$ cat src/rtl/instr_sequencer.sv
// Multi-cycle fetch/decode/execute sequencer: owns the PC and the instruction-memory handshake,
// and turns control_unit strobes into phased register-file and data-memory enables.
module instr_sequencer #(
    parameter int unsigned     PC_W     = 64,
    parameter logic [PC_W-1:0] RESET_PC = '0
) (
    input  logic            clk,
    input  logic            rst_n,
    output logic            imem_req,
    output logic [PC_W-1:0] imem_addr,
    input  logic            imem_ready,
    input  logic [31:0]     imem_rdata,
    output logic [5:0]      opcode,
    output logic [8:0]      xoxo,
    output logic [9:0]      xox,
    output logic [1:0]      xods,
    input  logic            ctl_regread,
    input  logic            ctl_regwrite,
    input  logic            ctl_memread,
    input  logic            ctl_memwrite,
    input  logic            ctl_branch,
    input  logic            branch_taken,
    input  logic [PC_W-1:0] branch_target,
    output logic            rf_rd_en,
    output logic            rf_wr_en,
    output logic            dmem_rd_en,
    output logic            dmem_wr_en,
    input  logic            dmem_ready,
    output logic [PC_W-1:0] pc,
    output logic [31:0]     ir,
    output logic            halted
);

    localparam int unsigned INSTR_W = 32;
    localparam int unsigned CTL_W   = 5;
    localparam int unsigned CTL_RR  = 4;
    localparam int unsigned CTL_RW  = 3;
    localparam int unsigned CTL_MR  = 2;
    localparam int unsigned CTL_MW  = 1;
    localparam int unsigned CTL_BR  = 0;

    localparam logic [PC_W-1:0] PC_STEP    = PC_W'(4);
    localparam logic [PC_W-1:0] ALIGN_MASK = ~PC_W'(3);

    typedef enum logic [2:0] {
        S_FETCH,
        S_DECODE,
        S_READ,
        S_MEM,
        S_WB,
        S_HALT
    } state_t;

    state_t             r_state;
    logic [PC_W-1:0]    r_pc;
    logic [INSTR_W-1:0] r_ir;
    logic [CTL_W-1:0]   r_ctl_q;
    logic [CTL_W-1:0]   w_ctl;

    assign w_ctl = {ctl_regread, ctl_regwrite, ctl_memread, ctl_memwrite, ctl_branch};

    // Sequencer state, PC, IR and latched control strobes
    always_ff @(posedge clk) begin
        if (!rst_n) begin
            r_state <= S_FETCH;
            r_pc    <= RESET_PC;
            r_ir    <= '0;
            r_ctl_q <= '0;
        end else begin
            case (r_state)
                S_FETCH: begin
                    if (imem_ready) begin
                        r_ir    <= imem_rdata;
                        r_state <= S_DECODE;
                    end
                end
                S_DECODE: begin
                    r_ctl_q <= w_ctl;
                    if (w_ctl == '0) begin
                        r_state <= S_HALT;
                    end else if (ctl_regread) begin
                        r_state <= S_READ;
                    end else begin
                        r_state <= S_WB;
                    end
                end
                S_READ: begin
                    r_state <= (r_ctl_q[CTL_MR] || r_ctl_q[CTL_MW]) ? S_MEM : S_WB;
                end
                S_MEM: begin
                    if (dmem_ready) begin
                        r_state <= S_WB;
                    end
                end
                S_WB: begin
                    // Taken branches land on a word-aligned target; otherwise step, wrapping at 2^PC_W
                    if (r_ctl_q[CTL_BR] && branch_taken) begin
                        r_pc <= branch_target & ALIGN_MASK;
                    end else begin
                        r_pc <= r_pc + PC_STEP;
                    end
                    r_state <= S_FETCH;
                end
                S_HALT: begin
                    r_state <= S_HALT;
                end
                default: begin
                    r_state <= S_FETCH;
                end
            endcase
        end
    end

    // Moore-decoded enables, held low for as long as reset is asserted
    assign imem_req   = rst_n && (r_state == S_FETCH);
    assign rf_rd_en   = rst_n && (r_state == S_READ);
    assign rf_wr_en   = rst_n && (r_state == S_WB)  && r_ctl_q[CTL_RW];
    assign dmem_rd_en = rst_n && (r_state == S_MEM) && r_ctl_q[CTL_MR];
    assign dmem_wr_en = rst_n && (r_state == S_MEM) && r_ctl_q[CTL_MW];
    assign halted     = (r_state == S_HALT);

    assign imem_addr = r_pc;
    assign pc        = r_pc;
    assign ir        = r_ir;

    assign opcode = r_ir[31:26];
    assign xoxo   = r_ir[9:1];
    assign xox    = r_ir[10:1];
    assign xods   = r_ir[1:0];

endmodule

$ cat config.mk
export PLATFORM = sky130hd
export DESIGN_NAME = instr_sequencer
export DESIGN_NICKNAME = d
export VERILOG_FILES = /design/src/rtl/instr_sequencer.sv
export SDC_FILE = /design/constraint.sdc
export NUM_CORES = 1
export LEC_CHECK = 0
export ABC_CLOCK_PERIOD_IN_PS = 3000
export CAP_MARGIN = 0
export CORE_ASPECT_RATIO = 0.9
export CORE_UTILIZATION = 43
export DETAILED_ROUTE_END_ITERATION = 8
export PLACE_DENSITY = 0.94
export SYNTH_ARGS = -nofsm -noshare
export SYNTH_HDL_FRONTEND = slang
export SYNTH_SLANG_ARGS = --single-unit
$ cat constraint.sdc
create_clock -name clk -period 3 [get_ports clk]
set_clock_uncertainty 0.15 [all_clocks]
set_input_delay 0.3 -clock clk [delete_from_list [all_inputs] [get_ports clk]]
set_output_delay 0.3 -clock clk [all_outputs]
set_load 0.005 [all_outputs]
==> flow_summary.json <==
{
  "cts_resized": 0,
  "grt.overflow.total": 0,
  "critPathKind": "flip-flop to flip-flop",
  "critical_path.max_fanout": 9,
  "drt_iter0_drc": 934,
  "max_cap_viol_count": 0,
  "yosysWarnings": 0,
  "status": "complete, no violations",
  "multiInputGateArea_um2": 3610,
  "grt_pass1_wl_um": 36500,
  "startpoint_type": "flip-flop",
  "p_int_mw": 2.65,
  "fin_crit_sh_pct": 89.2,
  "dpl.hpwl_um": 16600,
  "fin_util_pct": 63.2,
  "ir_drop_uv": 290,
  "drtAntennaViolNets": 0,
  "critPathArrivalTime_ns": 2.74,
  "switching_power_mw": 0.979,
  "end_kind": "flip-flop",
  "reg2reg_slack_ns": 0.32,
  "antenna_found_initial": 0,
  "yosysSeqAreaShare_pct": 30.8,
  "ioPinCount": 299,
  "setup_violations": 0,
  "power.density_nw_per_um2": 387,
  "path_cells": "nand3_1 -> nor4_4 -> nand3_2 -> o311ai_1 -> o311ai_1",
  "cp_num_cells": 5,
  "grt_pass1_vias": 6920,
  "required_ns": 3.07,
  "cts.sinks": 101,
  "max_freq_mhz": 374,
  "die_h_um": 119,
  "p_comb_share_pct": 21.0,
  "yosys.cell_count.top_type": "nand2_1",
  "endpoint": "imem_addr[48]$_SDFFE_PN0N_",
  "min_path_type": "flip-flop to flip-flop",
  "fin_tns_setup_ns": 0,
  "synth_common_cells": "nand2_1 (125), dfxtp_1 (101), buf_4 (93)",
  "numPortBuffers": 292,
  "wirelength_um": 23500,
  "slowest_delay_ns": 0.60,
  "clock_latency_ns": 0.36,
  "path_buf_inv": 0,
  "power_frac_seq_pct": 43.2,
  "clkSlewWorstSetupHoldPaths_ns": 0.07,
  "htree_levels": 3,
  "p_sw_share_pct": 27.0,
  "ctsRootBufferMaster": "clkbuf_16",
  "fin_crit_ns": 2.68,
  "regArea_um2": 2020,
  "synthArstFlopShare_pct": 0,
  "syn_to_final_growth_pct": 42.7,
  "grt_use_total_pct": 28.9,
  "grt_max_degree": 82,
  "place_congestion": 0.931,
  "die_w_um": 132,
  "path_common_cell": "o311ai_1",
  "syn_area_um2": 6560,
  "p_clk_share_pct": 35.9,
  "synthTopCellsByArea": "dfxtp_1 (31%), buf_4 (11%), nand2_1 (7.2%), a21oi_1 (6.9%), nand3_1 (3.7%)",
  "synthCells": 891,
  "via_count": 7658,
  "slew_viol_final": 0,
  "core.rowCount": 42,
  "dr.pass1.iters": 5,
  "synth_seq_cells": 101,
  "rr_startpoint": "imem_addr[10]$_SDFFE_PN0N_",
  "numCtsBuffers": 9,
  "r2r.worst_path.cells": 5,
  "hold_viol_final": 0,
  "r2r-end": "imem_addr[48]$_SDFFE_PN0N_",
  "antennaDiodeCount": 0,
  "synth_top_area_share_pct": 30.8,
  "wl_per_cell_um": 18.5,
  "crit_start": "imem_addr[10]$_SDFFE_PN0N_",
  "synth_edf_count": 0,
  "ctsHoldBuffers": 0,
  "coreArea_um2": 14800,
  "clockBufferDepth": 2,
  "worst_path_dominant_cell_family": "simple AND/OR/NAND/NOR gates",
  "initial_core_util_pct": 44.3,
  "drc": 0,
  "nFillCells": 1267,
  "syn_area_per_cell_um2": 7.36,
  "cp_slowest_cell": "nor4_4",
  "tightest_slew_ns": 1.07,
  "drive_gt1_share_pct": 6.05,
  "final_nets": 1176,
  "rsz0062_at_grt": "no",
  "cts_tree": "yes",
  "yosysTopAreaCell": "dfxtp_1",
  "synth_cell_types": 66,
  "synth-main-ff-cell": "dfxtp_1",
  "vias_per_cell": 6.02,
  "dieArea_um2": 15800,
  "max_slew_margin_pct": 28.8,
  "power.leakage_nw": 3.14,
  "postCtsSetupRepairBufs": 0
}
==> layout make-up <==
type | instances | share of cell area, %
Multi-Input combinational cell | 633 | 38.6
Timing Repair Buffer | 316 | 33.4
Sequential cell | 101 | 21.6
Tap cell | 198 | 2.65
Clock buffer | 10 | 2.55
Clock inverter | 6 | 0.922
Inverter | 8 | 0.321
==> power by group through the flow <==
| stage | Clock [mW] | Sequential, mW | Combinational (mW) |
|---|---|---|---|
| after floorplan | 0 | 1.55 | 0.368 |
| after global placement | 0 | 1.58 | 0.741 |
| after detailed placement | 0 | 1.59 | 0.755 |
| after CTS | 1.31 | 1.56 | 0.760 |
| after global routing | 1.37 | 1.58 | 0.819 |
| final | 1.30 | 1.57 | 0.760 |
==> through the flow <==
step / std cells / power, mW / cell area (um^2) / worst slack [ns] / hold WS (ns)
after global placement: 1256 / 2.32 / 9040 / 0.427 / 0.291
final: 1272 / 3.63 / 9370 / 0.324 / 0.310
after global routing: 1272 / 3.76 / 9370 / 0.112 / 0.335
after floorplan: 894 / 1.92 / 6570 / 0.709 / 0.286
after CTS: 1272 / 3.63 / 9370 / 0.364 / 0.308
after detailed placement: 1256 / 2.34 / 9040 / 0.387 / 0.299
==> routing by layer <==
metal / vias to the layer above / global-route usage (%) / wire, um
met5: - / 0 / 0
met4: 0 / 10.5 / 741
met3: 82 / 7.88 / 2470
met2: 520 / 48.7 / 11200
met1: 3514 / 35.2 / 9030
li1: 3542 / - / -
==> state kept, by name (all words and copies together), names as in the netlist <==
register,count
ir,32
r_ctl_q,4
r_state,3
imem_addr,62
==> worst min-delay path by stage <==
stage,start,to,cells after the start
floorplan,imem_rdata[11],ir[11]$_SDFFE_PN0P_,2
global placement,ir[11]$_SDFFE_PN0P_,ir[11]$_SDFFE_PN0P_,2
detailed placement,ir[23]$_SDFFE_PN0P_,ir[23]$_SDFFE_PN0P_,2
CTS,ir[23]$_SDFFE_PN0P_,ir[23]$_SDFFE_PN0P_,2
global route,ir[25]$_SDFFE_PN0P_,ir[25]$_SDFFE_PN0P_,2
finish,ir[18]$_SDFFE_PN0P_,ir[18]$_SDFFE_PN0P_,2
==> cells by family (layout without fill, tap and decap cells) <==
group | Yosys count | count (layout) | synth area share [%]
compound gates | 226 | 226 | 21.5
xor+xnor | 1 | 1 | 0.134
fa+ha+maj | 1 | 1 | 0.191
buf+inv | 160 | 340 | 14.6
flops | 101 | 101 | 30.8
mux | 9 | 9 | 1.45
other cells | 1 | 4 | 0.0572
simple gates | 392 | 392 | 31.2
==> cell usage in the layout (no fill, tap or decap), types with 9 or more instances in the layout <==
| master | synthesis | final |
|---|---|---|
| a21oi_1 | 90 | 90 |
| a31oi_1 | 28 | 28 |
| and2_1 | 10 | 9 |
| and3_1 | 28 | 28 |
| buf_4 | 93 | 22 |
| clkbuf_16 | 0 | 9 |
| clkdlybuf4s50_1 | 0 | 292 |
| dfxtp_1 | 101 | 101 |
| nand2_1 | 125 | 124 |
| nand3_1 | 48 | 48 |
| nand4_1 | 32 | 32 |
| nor2_1 | 52 | 52 |
| nor3_1 | 18 | 17 |
| nor4_1 | 16 | 15 |
| o211ai_1 | 16 | 16 |
| o21ai_0 | 30 | 30 |
| or3_1 | 12 | 12 |
| or4_1 | 17 | 17 |
==> worst min-delay path: cells and delay by family (launching register included) <==
kind	cells	cell delay, ns
DFF	1	0.31
and+or+nand+nor	1	0.05
AOI/OAI and AO/OA	1	0.05
(Power assumes the default switching activity.)
